**config.mk**
```make
export PLATFORM = sky130hd
export DESIGN_NAME = rll_key_loader
export DESIGN_NICKNAME = d
export VERILOG_FILES = /design/src/rtl/rll_key_loader.sv
export SDC_FILE = /design/constraint.sdc
export NUM_CORES = 1
export LEC_CHECK = 0
export ABC_AREA = 0
export BUFFER_PORTS_ARGS = -buffer_cell sky130_fd_sc_hd__buf_2
export CAP_MARGIN = 40
export CORE_MARGIN = 5
export CORE_UTILIZATION = 45
export CTS_CLUSTER_DIAMETER = 80
export DETAILED_ROUTE_END_ITERATION = 8
export GPL_TIMING_DRIVEN = 1
export PLACE_DENSITY = 0.68
export REMOVE_ABC_BUFFERS = 1
export SLEW_MARGIN = 15
export SYNTH_ARGS = -nofsm -noshare
export SYNTH_HDL_FRONTEND = slang
export SYNTH_SLANG_ARGS = --single-unit
```
**constraint.sdc**
```tcl
create_clock -name clk -period 1.8 [get_ports clk]
set_input_delay 0.36 -clock clk [delete_from_list [all_inputs] [get_ports clk]]
set_output_delay 0.36 -clock clk [all_outputs]
set_load 0.01 [all_outputs]
```
**src/rtl/rll_key_loader.sv**
```systemverilog
// rll_key_loader
//   Serial-to-parallel key delivery for RLL-locked netlists. Key bits arrive
//   LSB first over a valid/ready stream. They are collected in a shadow
//   register. The shadow register is copied to key_out in one edge, so the
//   locked netlist never sees a partially loaded key.
//
//   Optional feature: define RLL_KEY_PARITY_EN to add one trailing even-parity
//   beat. The XOR of all KEY_W+1 beats must be 0, otherwise the commit fails
//   and err is raised.
//
// Ports
//   clk          rising-edge clock
//   rst_n        synchronous active-low reset
//   load_start   single-cycle request to start a key load
//   zeroize      wipes all key state (priority just below reset)
//   s_valid      serial key bit valid
//   s_bit        serial key bit, LSB first
//   s_ready      loader accepts a bit this cycle (SHIFT only)
//   key_out      committed key; bit i drives keyIn_0_i
//   key_applied  key_out holds a successfully committed key
//   load_done    one-cycle pulse on a successful commit
//   busy         high in SHIFT or COMMIT
//   err          sticky timeout / parity error
module rll_key_loader #(
  parameter int KEY_W       = 32,
  parameter int TIMEOUT_CYC = 64
) (
  input  logic             clk,
  input  logic             rst_n,
  input  logic             load_start,
  input  logic             zeroize,
  input  logic             s_valid,
  input  logic             s_bit,
  output logic             s_ready,
  output logic [KEY_W-1:0] key_out,
  output logic             key_applied,
  output logic             load_done,
  output logic             busy,
  output logic             err
);

  localparam int CNT_W = $clog2(KEY_W + 2);
  localparam int TO_W  = (TIMEOUT_CYC > 0) ? $clog2(TIMEOUT_CYC + 1) : 1;
  localparam int IDX_W = (KEY_W > 1) ? $clog2(KEY_W) : 1;
`ifdef RLL_KEY_PARITY_EN
  localparam int BEATS = KEY_W + 1;
`else
  localparam int BEATS = KEY_W;
`endif

  typedef enum logic [1:0] {IDLE, SHIFT, COMMIT} state_t;

  state_t             state, state_n;
  logic [KEY_W-1:0]   shadow;
  logic [CNT_W-1:0]   cnt;
  logic [TO_W-1:0]    to_cnt;
  logic               beat, last_beat, to_hit, commit_ok;
`ifdef RLL_KEY_PARITY_EN
  logic               par;   // running XOR of every accepted beat
`endif

  always_comb begin
    s_ready   = (state == SHIFT);
    busy      = (state != IDLE);
    beat      = s_valid && s_ready;
    last_beat = beat && (cnt == CNT_W'(BEATS - 1));
    // Fire on the idle cycle that would bring the counter to TIMEOUT_CYC.
    to_hit    = (TIMEOUT_CYC > 0) && (state == SHIFT) && !beat &&
                (to_cnt == TO_W'(TIMEOUT_CYC - 1));
`ifdef RLL_KEY_PARITY_EN
    commit_ok = !par;
`else
    commit_ok = 1'b1;
`endif

    state_n = state;
    case (state)
      IDLE:    if (load_start) state_n = SHIFT;
      SHIFT:   if (last_beat) state_n = COMMIT;
               else if (to_hit) state_n = IDLE;
      COMMIT:  state_n = IDLE;
      default: state_n = IDLE;
    endcase
    if (zeroize) state_n = IDLE;
  end

  always_ff @(posedge clk) begin
    if (!rst_n) state <= IDLE;
    else        state <= state_n;
  end

  always_ff @(posedge clk) begin
    if (!rst_n || zeroize) begin
      key_out     <= '0;
      shadow      <= '0;
      key_applied <= 1'b0;
      load_done   <= 1'b0;
      err         <= 1'b0;
      cnt         <= '0;
      to_cnt      <= '0;
`ifdef RLL_KEY_PARITY_EN
      par         <= 1'b0;
`endif
    end else begin
      load_done <= 1'b0;
      case (state)
        IDLE: if (load_start) begin
          // key_out and key_applied keep the previous key during a reload.
          cnt    <= '0;
          to_cnt <= '0;
          shadow <= '0;
          err    <= 1'b0;
`ifdef RLL_KEY_PARITY_EN
          par    <= 1'b0;
`endif
        end
        SHIFT: begin
          if (beat) begin
            // The parity beat (cnt == KEY_W) only feeds the XOR.
            if (cnt < CNT_W'(KEY_W)) shadow[cnt[IDX_W-1:0]] <= s_bit;
`ifdef RLL_KEY_PARITY_EN
            par    <= par ^ s_bit;
`endif
            cnt    <= cnt + 1'b1;
            to_cnt <= '0;
          end else if (TIMEOUT_CYC > 0) begin
            to_cnt <= to_cnt + 1'b1;
            if (to_hit) begin
              err    <= 1'b1;
              shadow <= '0;
            end
          end
        end
        COMMIT: begin
          if (commit_ok) begin
            key_out     <= shadow;
            key_applied <= 1'b1;
            load_done   <= 1'b1;
          end else begin
            err <= 1'b1;
          end
        end
        default: ;
      endcase
    end
  end

endmodule

```
==> results of run 1 <==
-- metal layers --
layer | up-vias | track usage | wire length, µm
li1 | 1709 | - | -
met5 | - | 0 | 0
met3 | 11 | 0.0498 | 498
met2 | 86 | 0.290 | 4030
met4 | 0 | 0.0641 | 113
met1 | 1519 | 0.240 | 4050
-- worst max-delay path: cells and delay by family, from the launching register on --
family | cells | cell delay (ns)
AO/OA/AOI/OAI | 2 | 0.38
flip-flops | 1 | 0.40
buffers and inverters | 1 | 0.19
AND/OR/NAND/NOR | 2 | 0.28
adder cells (fa/ha/maj) | 1 | 0.24
-- sequential cells by signal, indices dropped and copies added, names as in the netlist --
name         cells
key_applied      1
key_out         32
load_done        1
state            2
err              1
to_cnt           7
shadow          32
cnt              6
-- placed cells by master (no fill, tap or decap), types with 2 or more instances in the layout --
cell and count:
sky130_fd_sc_hd__nand2_1 128, sky130_fd_sc_hd__dfxtp_1 81, sky130_fd_sc_hd__a21oi_1 54, sky130_fd_sc_hd__buf_2 42, sky130_fd_sc_hd__buf_4 42, sky130_fd_sc_hd__o311ai_1 32
sky130_fd_sc_hd__nor2_1 16, sky130_fd_sc_hd__a31oi_1 16, sky130_fd_sc_hd__nor3_1 11, sky130_fd_sc_hd__clkbuf_8 10, sky130_fd_sc_hd__inv_1 8, sky130_fd_sc_hd__nor2b_1 7
sky130_fd_sc_hd__nand4_1 7, sky130_fd_sc_hd__nand3_1 6, sky130_fd_sc_hd__ha_1 5, sky130_fd_sc_hd__xnor2_1 4, sky130_fd_sc_hd__o21ai_1 4, sky130_fd_sc_hd__nor2b_2 3
sky130_fd_sc_hd__xor2_1 3, sky130_fd_sc_hd__and2_1 3, sky130_fd_sc_hd__nor3b_1 3, sky130_fd_sc_hd__a22oi_1 2, sky130_fd_sc_hd__and3_1 2, sky130_fd_sc_hd__nor4_1 2
sky130_fd_sc_hd__clkinv_4 2, sky130_fd_sc_hd__inv_6 2, sky130_fd_sc_hd__clkinvlp_4 2
-- per-stage QoR --
stage / util / instances
floorplan: - / 415
global placement: 0.530 / 602
detailed placement: 0.530 / 602
CTS: 0.554 / 618
global route: 0.555 / 618
finish: 0.555 / 618
-- how the worst max path moves through the flow --
| stage | cells after the start | end | slack, ns | start |
|---|---|---|---|---|
| floorplan | 4 | shadow[16] | -0.27 | rst_n |
| global placement | 5 | shadow[11] | 0.21 | state[0] |
| detailed placement | 5 | shadow[22] | 0.14 | state[0] |
| CTS | 5 | shadow[22] | 0.12 | state[0] |
| global route | 6 | shadow[9] | 0.03 | to_cnt[0] |
| finish | 6 | shadow[22] | 0.19 | to_cnt[0] |
-- logic make-up after synthesis --
group	count (synthesis)	synth area share
simple gates	197	0.246
compound gates	115	0.206
flops	82	0.455
buf+inv	49	0.0552
xor+xnor	7	0.0170
fa+ha+maj	5	0.0173
mux	1	0.00278
-- layout make-up --
| cell class | count | area, µm² |
|---|---|---|
| clock buffer | 10 | 138 |
| clock inverter | 6 | 50.0 |
| fill | 758 | 3460 |
| inverter | 8 | 30.0 |
| multi-input combinational | 325 | 1780 |
| sequential | 82 | 1640 |
| tap | 102 | 128 |
| timing repair buffer | 85 | 546 |
-- power by group through the flow --
stage          clock (mW)  sequential [mW]  combinational [mW]
2_1_floorplan           0             1.86              0.0816
6_report             1.25             1.82               0.152
3_3_place_gp            0             1.86               0.147
4_1_cts              1.29             1.82               0.150
5_1_grt              1.38             1.82               0.165
3_5_place_dp            0             1.86               0.149
==> metrics, run 1 <==
Area Overhead vs Synth=19.5%; area of the mapped netlist=0.00361 mm²; clock tree from TritonCTS=yes; Leak Pwr=1.87 nW; FFs w/ async S/R, synth=0; share of the yosys chip area belonging to registers=0.455; depth of the most critical reg-to-reg path=6; WP data required=2.05 ns; Final Instance Area=0.00431 mm²; count of flip-flops with a built-in enable after synthesis=0; Worst path max stage delay=0.40 ns; wire length of the first global-routing pass=14900 µm; buffer type at the clock tree root=sky130_fd_sc_hd__clkbuf_8; number of vias after detailed routing=3325; switching fraction of total power=0.252; critical path fanouts, max=15; Max Clock Skew=0.0137 ns; Antenna Nets Post-Route=0; worst setup margin=0.193 ns; worst hold-check slack=0.355 ns; Syn Area/Cell=7.91 µm²; Critical Path Slowest Stage Cell=sky130_fd_sc_hd__dfxtp_1; post-detailed-route wirelength per cell=14.1 µm; post-synthesis cell count=456; row cnt=32; postcts setup bufs=0; Yosys top cell area share=0.455; Synth cell types=39; final number of max-transition violations=0; internal power component=2.41 mW; nets@finish=522; PortBufs=42; count of hold-fix buffers inserted at cts=0; relative max-transition margin=0.707; clock sink total=82; final total power=3.22 mW; vias per cell=5.38; post-CTS clock slew at the launch and capture registers of the worst setup and hold paths=0.08 ns; Tightest Hold Check Type=in2reg; type of element launching the critical path=flip-flop; worst hold start=load_start; net switching power=813 µW; Flop pwr share=0.564; number of stages on the worst hold path=3; DP Area=0.00412 mm²; H-tree level count=3; number of clock buffers inserted by TritonCTS=9; Arr. time, crit path=1.85 ns; CTS max path bufs=2; element type at the critical path end=flip-flop; count of unresolved DRC violations after routing=0; setup tns final=0 ns; power per cell area=748 mW/mm²; actual slew at the worst max-slew pin=0.438 ns; Hold Crit Endpoint=state[0]; Combinational Power Share=0.047; Highest Clock Rate=0.622 GHz; number of global-route vias before repair=3196; full die area=0.00990 mm²; number of cells upsized or downsized after cts=0; final routed wirelength across all metal layers=8680 µm; cell type contributing the most total cell area after synthesis=sky130_fd_sc_hd__dfxtp_1; startpoint of the worst register-to-register path=to_cnt[0]; die extent in y=99.5 µm; synth top area cells=sky130_fd_sc_hd__dfxtp_1 46%, sky130_fd_sc_hd__nand2_1 13%, sky130_fd_sc_hd__o311ai_1 7.8%; fraction of final layout cells with drive strength greater than 1=0.213; Setup violations, final=0; count of pins on the block boundary=43; DRC marker count from the first detailed-route iteration=164; relative contribution of the clock network to total power=0.389; effective utilization at floorplan=0.464; Yosys warnings=0; insertion delay to the later sink of the worst-skew pair=0.36 ns; horizontal die dimension=99.5 µm; TritonRoute pass-1 iters=4; post-synthesis sequential element count=82; gpl congestion=0.886; grt ovf=0; global routing usage summed across all routing layers=0.183; commonest cells in the synthesized netlist=128 x sky130_fd_sc_hd__nand2_1, 82 x sky130_fd_sc_hd__dfxtp_1, 54 x sky130_fd_sc_hd__a21oi_1; end of the worst register-to-register path=shadow[22]; Max-cap violations=0; half-perimeter wire length after detailed placement=6160 µm; initial antenna violation count=0; most used standard cell by instance count after synthesis=sky130_fd_sc_hd__nand2_1; Top FF cell, synth=sky130_fd_sc_hd__dfxtp_1; Final period util=0.893; setup repair after global routing missed its margin=false; Cell Chain, Critical Path=ha_1, and2_1, a21boi_2, buf_4, o311ai_1, nand2_1; critical path start-end classification=reg2reg; final hold vios=0; Max rail drop VDD=357 µV; post-route minimum period=1.61 ns; minimum setup slack after placement=0.144 ns; run status=complete, no violations; Placeable Area=0.00777 mm²; number of diodes=0; largest net degree at the start of global routing=36; Worst R2R Setup Slack=0.19 ns
No activity file was read; power rests on OpenSTA's default activity.
==> run 2, diff against run 1 <==
Settings changed: CORE_UTILIZATION 45 to 25, PLACE_DENSITY 0.68 to 0.45.
==> run 2 against run 1 <==
  * Global-route usage down 5.9 points
  * Clock-buffer cell count up 4
  * Sequential power about the same
  * Utilization down 23 points
  * Register-to-register slack worse by 0.03 ns
  * Fmax down 4.9%
==> metrics, run 2 (same netlist as run 1, synthesis figures left out) <==
register area=0.00164 mm²; type of element launching the critical path=flip-flop; final number of max-transition violations=0; global routing usage summed across all routing layers=0.124; clock sink total=82; half-perimeter wire length after detailed placement=7140 µm; Max Clock Skew=0.00548 ns; Highest Clock Rate=0.592 GHz; PortBufs=42; Cell Chain, Critical Path=buf_4, nor2b_1, buf_2; largest registers ranked by flip-flop count=key_out x32, shadow x32, to_cnt x7; run status=complete, no violations; number of cells upsized or downsized after cts=0; commonest cells after routing, fill and taps aside=128 x sky130_fd_sc_hd__nand2_1, 82 x sky130_fd_sc_hd__dfxtp_1, 54 x sky130_fd_sc_hd__a21oi_1; count of pins on the block boundary=43; die extent in y=130 µm; setup repair after global routing missed its margin=false; relative max-transition margin=0.521; switching fraction of total power=0.213; buffer type at the clock tree root=sky130_fd_sc_hd__clkbuf_16; setup tns final=0 ns; net switching power=816 µW; postcts setup bufs=0; worst setup margin=0.110 ns; CP Depth=3; layout filler cell count=1544; Placeable Area=0.0140 mm²; DRC marker count from the first detailed-route iteration=171; number of global-route vias before repair=3300; Final Instance Area=0.00450 mm²; row cnt=43; full die area=0.0169 mm²; Flop pwr share=0.476; Tightest Hold Check Type=in2reg; count of unresolved DRC violations after routing=0; critical path fanouts, max=9; Leak Pwr=1.91 nW; clock tree from TritonCTS=yes; Critical Path Slowest Stage Cell=sky130_fd_sc_hd__dfxtp_1; final total power=3.83 mW; initial antenna violation count=0; effective utilization at floorplan=0.258; actual slew at the worst max-slew pin=0.712 ns; largest net degree at the start of global routing=37; Worst path max stage delay=0.48 ns; post-CTS clock slew at the launch and capture registers of the worst setup and hold paths=0.06 ns; power per cell area=851 mW/mm²; gpl congestion=0.795; final hold vios=0; vias per cell=4.77; final routed wirelength across all metal layers=9990 µm; horizontal die dimension=130 µm; WP data required=1.44 ns; fraction of final layout cells with drive strength greater than 1=0.202; footprint of the multi-input gates=0.00178 mm²; count of hold-fix buffers inserted at cts=0; nets@finish=520; H-tree level count=3; Max rail drop VDD=358 µV; Setup violations, final=0; DP Area=0.00420 mm²; Final period util=0.939; Area Overhead vs Synth=24.8%; internal power component=3.01 mW; critical path start-end classification=reg2out; Max-cap violations=0; final standard cell utilization of the core=0.322; Antenna Nets Post-Route=0; Top Family by Delay on Critical Path=flip-flops; wire length of the first global-routing pass=16600 µm; element type at the critical path end=output pin; relative contribution of the clock network to total power=0.484; post-detailed-route wirelength per cell=14.4 µm; TritonRoute pass-1 iters=4; number of diodes=0; number of clock buffers inserted by TritonCTS=9; insertion delay to the later sink of the worst-skew pair=0.34 ns; post-route minimum period=1.69 ns; minimum setup slack after placement=0.161 ns; Worst Path Buf+Inv=2; most frequent standard cell in the layout excluding fill and tap cells=sky130_fd_sc_hd__nand2_1; CTS max path bufs=2; depth of the most critical reg-to-reg path=5; number of vias after detailed routing=3311; Arr. time, crit path=1.33 ns; Combinational Power Share=0.041; grt ovf=0; number of stages on the worst hold path=3
-- run 2: changes by cell type in the layout (fill, tap and decap cells not counted) --
cell / delta
sky130_fd_sc_hd__dfxtp_2: -1
sky130_fd_sc_hd__clkbuf_16: +9
sky130_fd_sc_hd__clkbuf_1: +3
sky130_fd_sc_hd__buf_4: -2
sky130_fd_sc_hd__clkinv_4: -2
sky130_fd_sc_hd__clkinvlp_4: -2
sky130_fd_sc_hd__clkbuf_8: -8
sky130_fd_sc_hd__clkinv_2: +1
sky130_fd_sc_hd__dfxtp_1: +1
sky130_fd_sc_hd__inv_6: -2
sky130_fd_sc_hd__bufinv_16: +1
-- run 2: per-layer routing --
layer / track usage / up-vias / part of all wire
met1: 0.155 / 1554 / 0.47
li1: - / 1700 / -
met3: 0.0250 / 14 / 0.034
met4: 0.0489 / 0 / 0.018
met2: 0.209 / 43 / 0.47
met5: 0 / - / 0
-- run 2: worst paths after layout --
| path | startpoint | endpoint | slack (ns) |
|---|---|---|---|
| worst max-delay path | state[0] | s_ready | 0.11 |
| worst max register to register | cnt[4] | shadow[14] | 0.16 |
| worst min-delay path | load_start | state[0] | 0.38 |
| worst min register to register | key_out[16] | key_out[16] | 0.45 |
-- run 2: through the flow --
| stage | cells | hold slack (ns) |
|---|---|---|
| 2_1_floorplan | 415 | 0.432 |
| 3_3_place_gp | 678 | 0.444 |
| 5_1_grt | 694 | 0.395 |
| 4_1_cts | 694 | 0.380 |
| 3_5_place_dp | 678 | 0.444 |
| 6_report | 694 | 0.379 |
-- run 2: power by group through the flow --
stage               Combinational [mW]  Clock (mW)  Sequential, mW
floorplan                       0.0816           0            1.86
global placement                 0.155           0            1.86
detailed placement               0.157           0            1.86
CTS                              0.158        1.92            1.82
global route                     0.172        2.00            1.82
finish                           0.156        1.85            1.82
-- run 2: layout make-up --
class / count / share of cell area
clock buffer: 14 / 0.0586
clock inverter: 2 / 0.00778
inverter: 8 / 0.00667
multi-input combinational: 325 / 0.394
sequential: 82 / 0.365
tap: 180 / 0.0500
timing repair buffer: 83 / 0.118
-- run 2: tightest hold or removal path, delay by kind of cell --
kind,cells,cell delay (ns)
and+or+nand+nor,1,0.12
AOI/OAI and AO/OA,1,0.07
buffers and inverters,1,0.12
==> run 3, diff against run 2 <==
Settings changed: CORE_UTILIZATION 25 to 55, PLACE_DENSITY 0.45 to 0.8.
==> run 3 against run 2 <==
  * Register-to-register slack worse by 0.03 ns
  * Critical path type is now reg2reg
  * Largest cell class unchanged
  * Sequential cell count unchanged
  * Final area down 3.7%
  * Clock-buffer cell count down 4
  * Highest routed layer unchanged
  * Sequential share of layout area up 1.4 points
  * Critical endpoint is now shadow[10]
  * Power down 1.5%
  * Clock skew up 0.0087 ns
  * First-iteration DRC count up 38%
==> metrics, run 3 (same netlist as run 1, synthesis figures left out) <==
H-tree level count=3; critical path fanouts, max=26; Max Clock Skew=0.0141 ns; Cell Chain, Critical Path=buf_4, o21ba_4, nand2_1, buf_4, o311ai_1, nand2_1; global routing usage summed across all routing layers=0.227; Leak Pwr=1.88 nW; number of global-route vias before repair=3273; layout filler cell count=535; worst setup margin=0.129 ns; Area Overhead vs Synth=20.2%; final hold vios=0; PortBufs=42; clock sink total=82; horizontal die dimension=91.0 µm; Worst Path Buf+Inv=2; TritonRoute pass-1 iters=5; actual slew at the worst max-slew pin=0.669 ns; Highest Clock Rate=0.598 GHz; power per cell area=870 mW/mm²; nets@finish=515; Tightest Hold Check Type=in2reg; count of hold-fix buffers inserted at cts=0; number of instances in the placed design=570; worst hold-check slack=0.376 ns; Placeable Area=0.00635 mm²; wire length of the first global-routing pass=15700 µm; Arr. time, crit path=1.91 ns; number of cells in the finished layout apart from fillers=586; setup tns final=0 ns; largest net degree at the start of global routing=36; most frequent standard cell in the layout excluding fill and tap cells=sky130_fd_sc_hd__nand2_1; fraction of final layout cells with drive strength greater than 1=0.206; vias per cell=5.83; relative max-transition margin=0.553; commonest cells after routing, fill and taps aside=128 x sky130_fd_sc_hd__nand2_1, 82 x sky130_fd_sc_hd__dfxtp_1, 54 x sky130_fd_sc_hd__a21oi_1; Worst path max stage delay=0.37 ns; buffer type at the clock tree root=sky130_fd_sc_hd__clkbuf_8; critical path start-end classification=reg2reg; die extent in y=91.0 µm; WP data required=2.04 ns; insertion delay to the later sink of the worst-skew pair=0.36 ns; DRC marker count from the first detailed-route iteration=236; final routed wirelength across all metal layers=9090 µm; number of diodes=0; postcts setup bufs=0; Top Family by Delay on Critical Path=compound AO/OA/AOI/OAI gates; Antenna Nets Post-Route=0; final total power=3.77 mW; final number of max-transition violations=0; run status=complete, no violations; half-perimeter wire length after detailed placement=6330 µm; type of element launching the critical path=flip-flop; Critical Path Slowest Stage Cell=sky130_fd_sc_hd__dfxtp_1; grt ovf=0; post-CTS clock slew at the launch and capture registers of the worst setup and hold paths=0.09 ns; Max-cap violations=0; element type at the critical path end=flip-flop; post-detailed-route wirelength per cell=15.5 µm; full die area=0.00828 mm²; count of pins on the block boundary=43; post-route minimum period=1.67 ns; Setup violations, final=0; minimum setup slack after placement=0.125 ns; clock tree from TritonCTS=yes; initial antenna violation count=0; Max rail drop VDD=594 µV; CTS max path bufs=2; Final period util=0.929; gpl congestion=0.858; row cnt=29; number of vias after detailed routing=3415; effective utilization at floorplan=0.568; largest registers ranked by flip-flop count=key_out x32, shadow x32, to_cnt x7; count of unresolved DRC violations after routing=0; setup repair after global routing missed its margin=false; number of clock buffers inserted by TritonCTS=9
==> run 3: path summary, 6_finish.rpt <==
kind                                  start     endpoint  slack, ns  cells after the start
worst max-delay path               state[0]   shadow[10]       0.13                      6
worst max register to register     state[0]   shadow[10]       0.13                      6
worst min register to register  key_out[27]  key_out[27]       0.45                      2
worst min-delay path             load_start     state[0]       0.38                      3
==> run 3: repair_timing <==
action                                 4_1_cts  5_1_grt
endpoints found under the hold margin        0        0
resized for setup                            0        5
setup endpoints to repair                    0       20
==> run 3: worst reg2reg max path, cell delays in order, from the launching register on <==
cell and delay [ns]:
sky130_fd_sc_hd__dfxtp_1 0.37, sky130_fd_sc_hd__buf_4 0.19, sky130_fd_sc_hd__o21ba_4 0.20, sky130_fd_sc_hd__nand2_1 0.10
sky130_fd_sc_hd__buf_4 0.24, sky130_fd_sc_hd__o311ai_1 0.35, sky130_fd_sc_hd__nand2_1 0.10
==> run 3: cell type report <==
type / instances / area [µm²] / area share
clock buffer: 10 / 138 / 0.0317
clock inverter: 6 / 138 / 0.0317
inverter: 8 / 30.0 / 0.00693
multi-input combinational: 325 / 1800 / 0.415
sequential: 82 / 1640 / 0.379
tap: 77 / 96.3 / 0.0222
timing repair buffer: 78 / 493 / 0.114
==> run 3: power by group <==
part	switching (mW)	internal (mW)	leakage, nW
registers	0.00256	1.81	0.660
clock network	0.691	1.10	0.137
logic	0.112	0.0472	1.08
==> run 3: metal layers <==
metal  wire length (µm)  global-route usage
met5                  0                   0
met4                123              0.0795
met3                465              0.0388
met2               4650               0.404
met1               3850               0.274
==> run 3: through the flow <==
stage / utilization / cell area [µm²]
global route: 0.683 / 4340
finish: 0.683 / 4340
CTS: 0.679 / 4310
global placement: 0.635 / 4030
floorplan: - / 3440
detailed placement: 0.635 / 4030
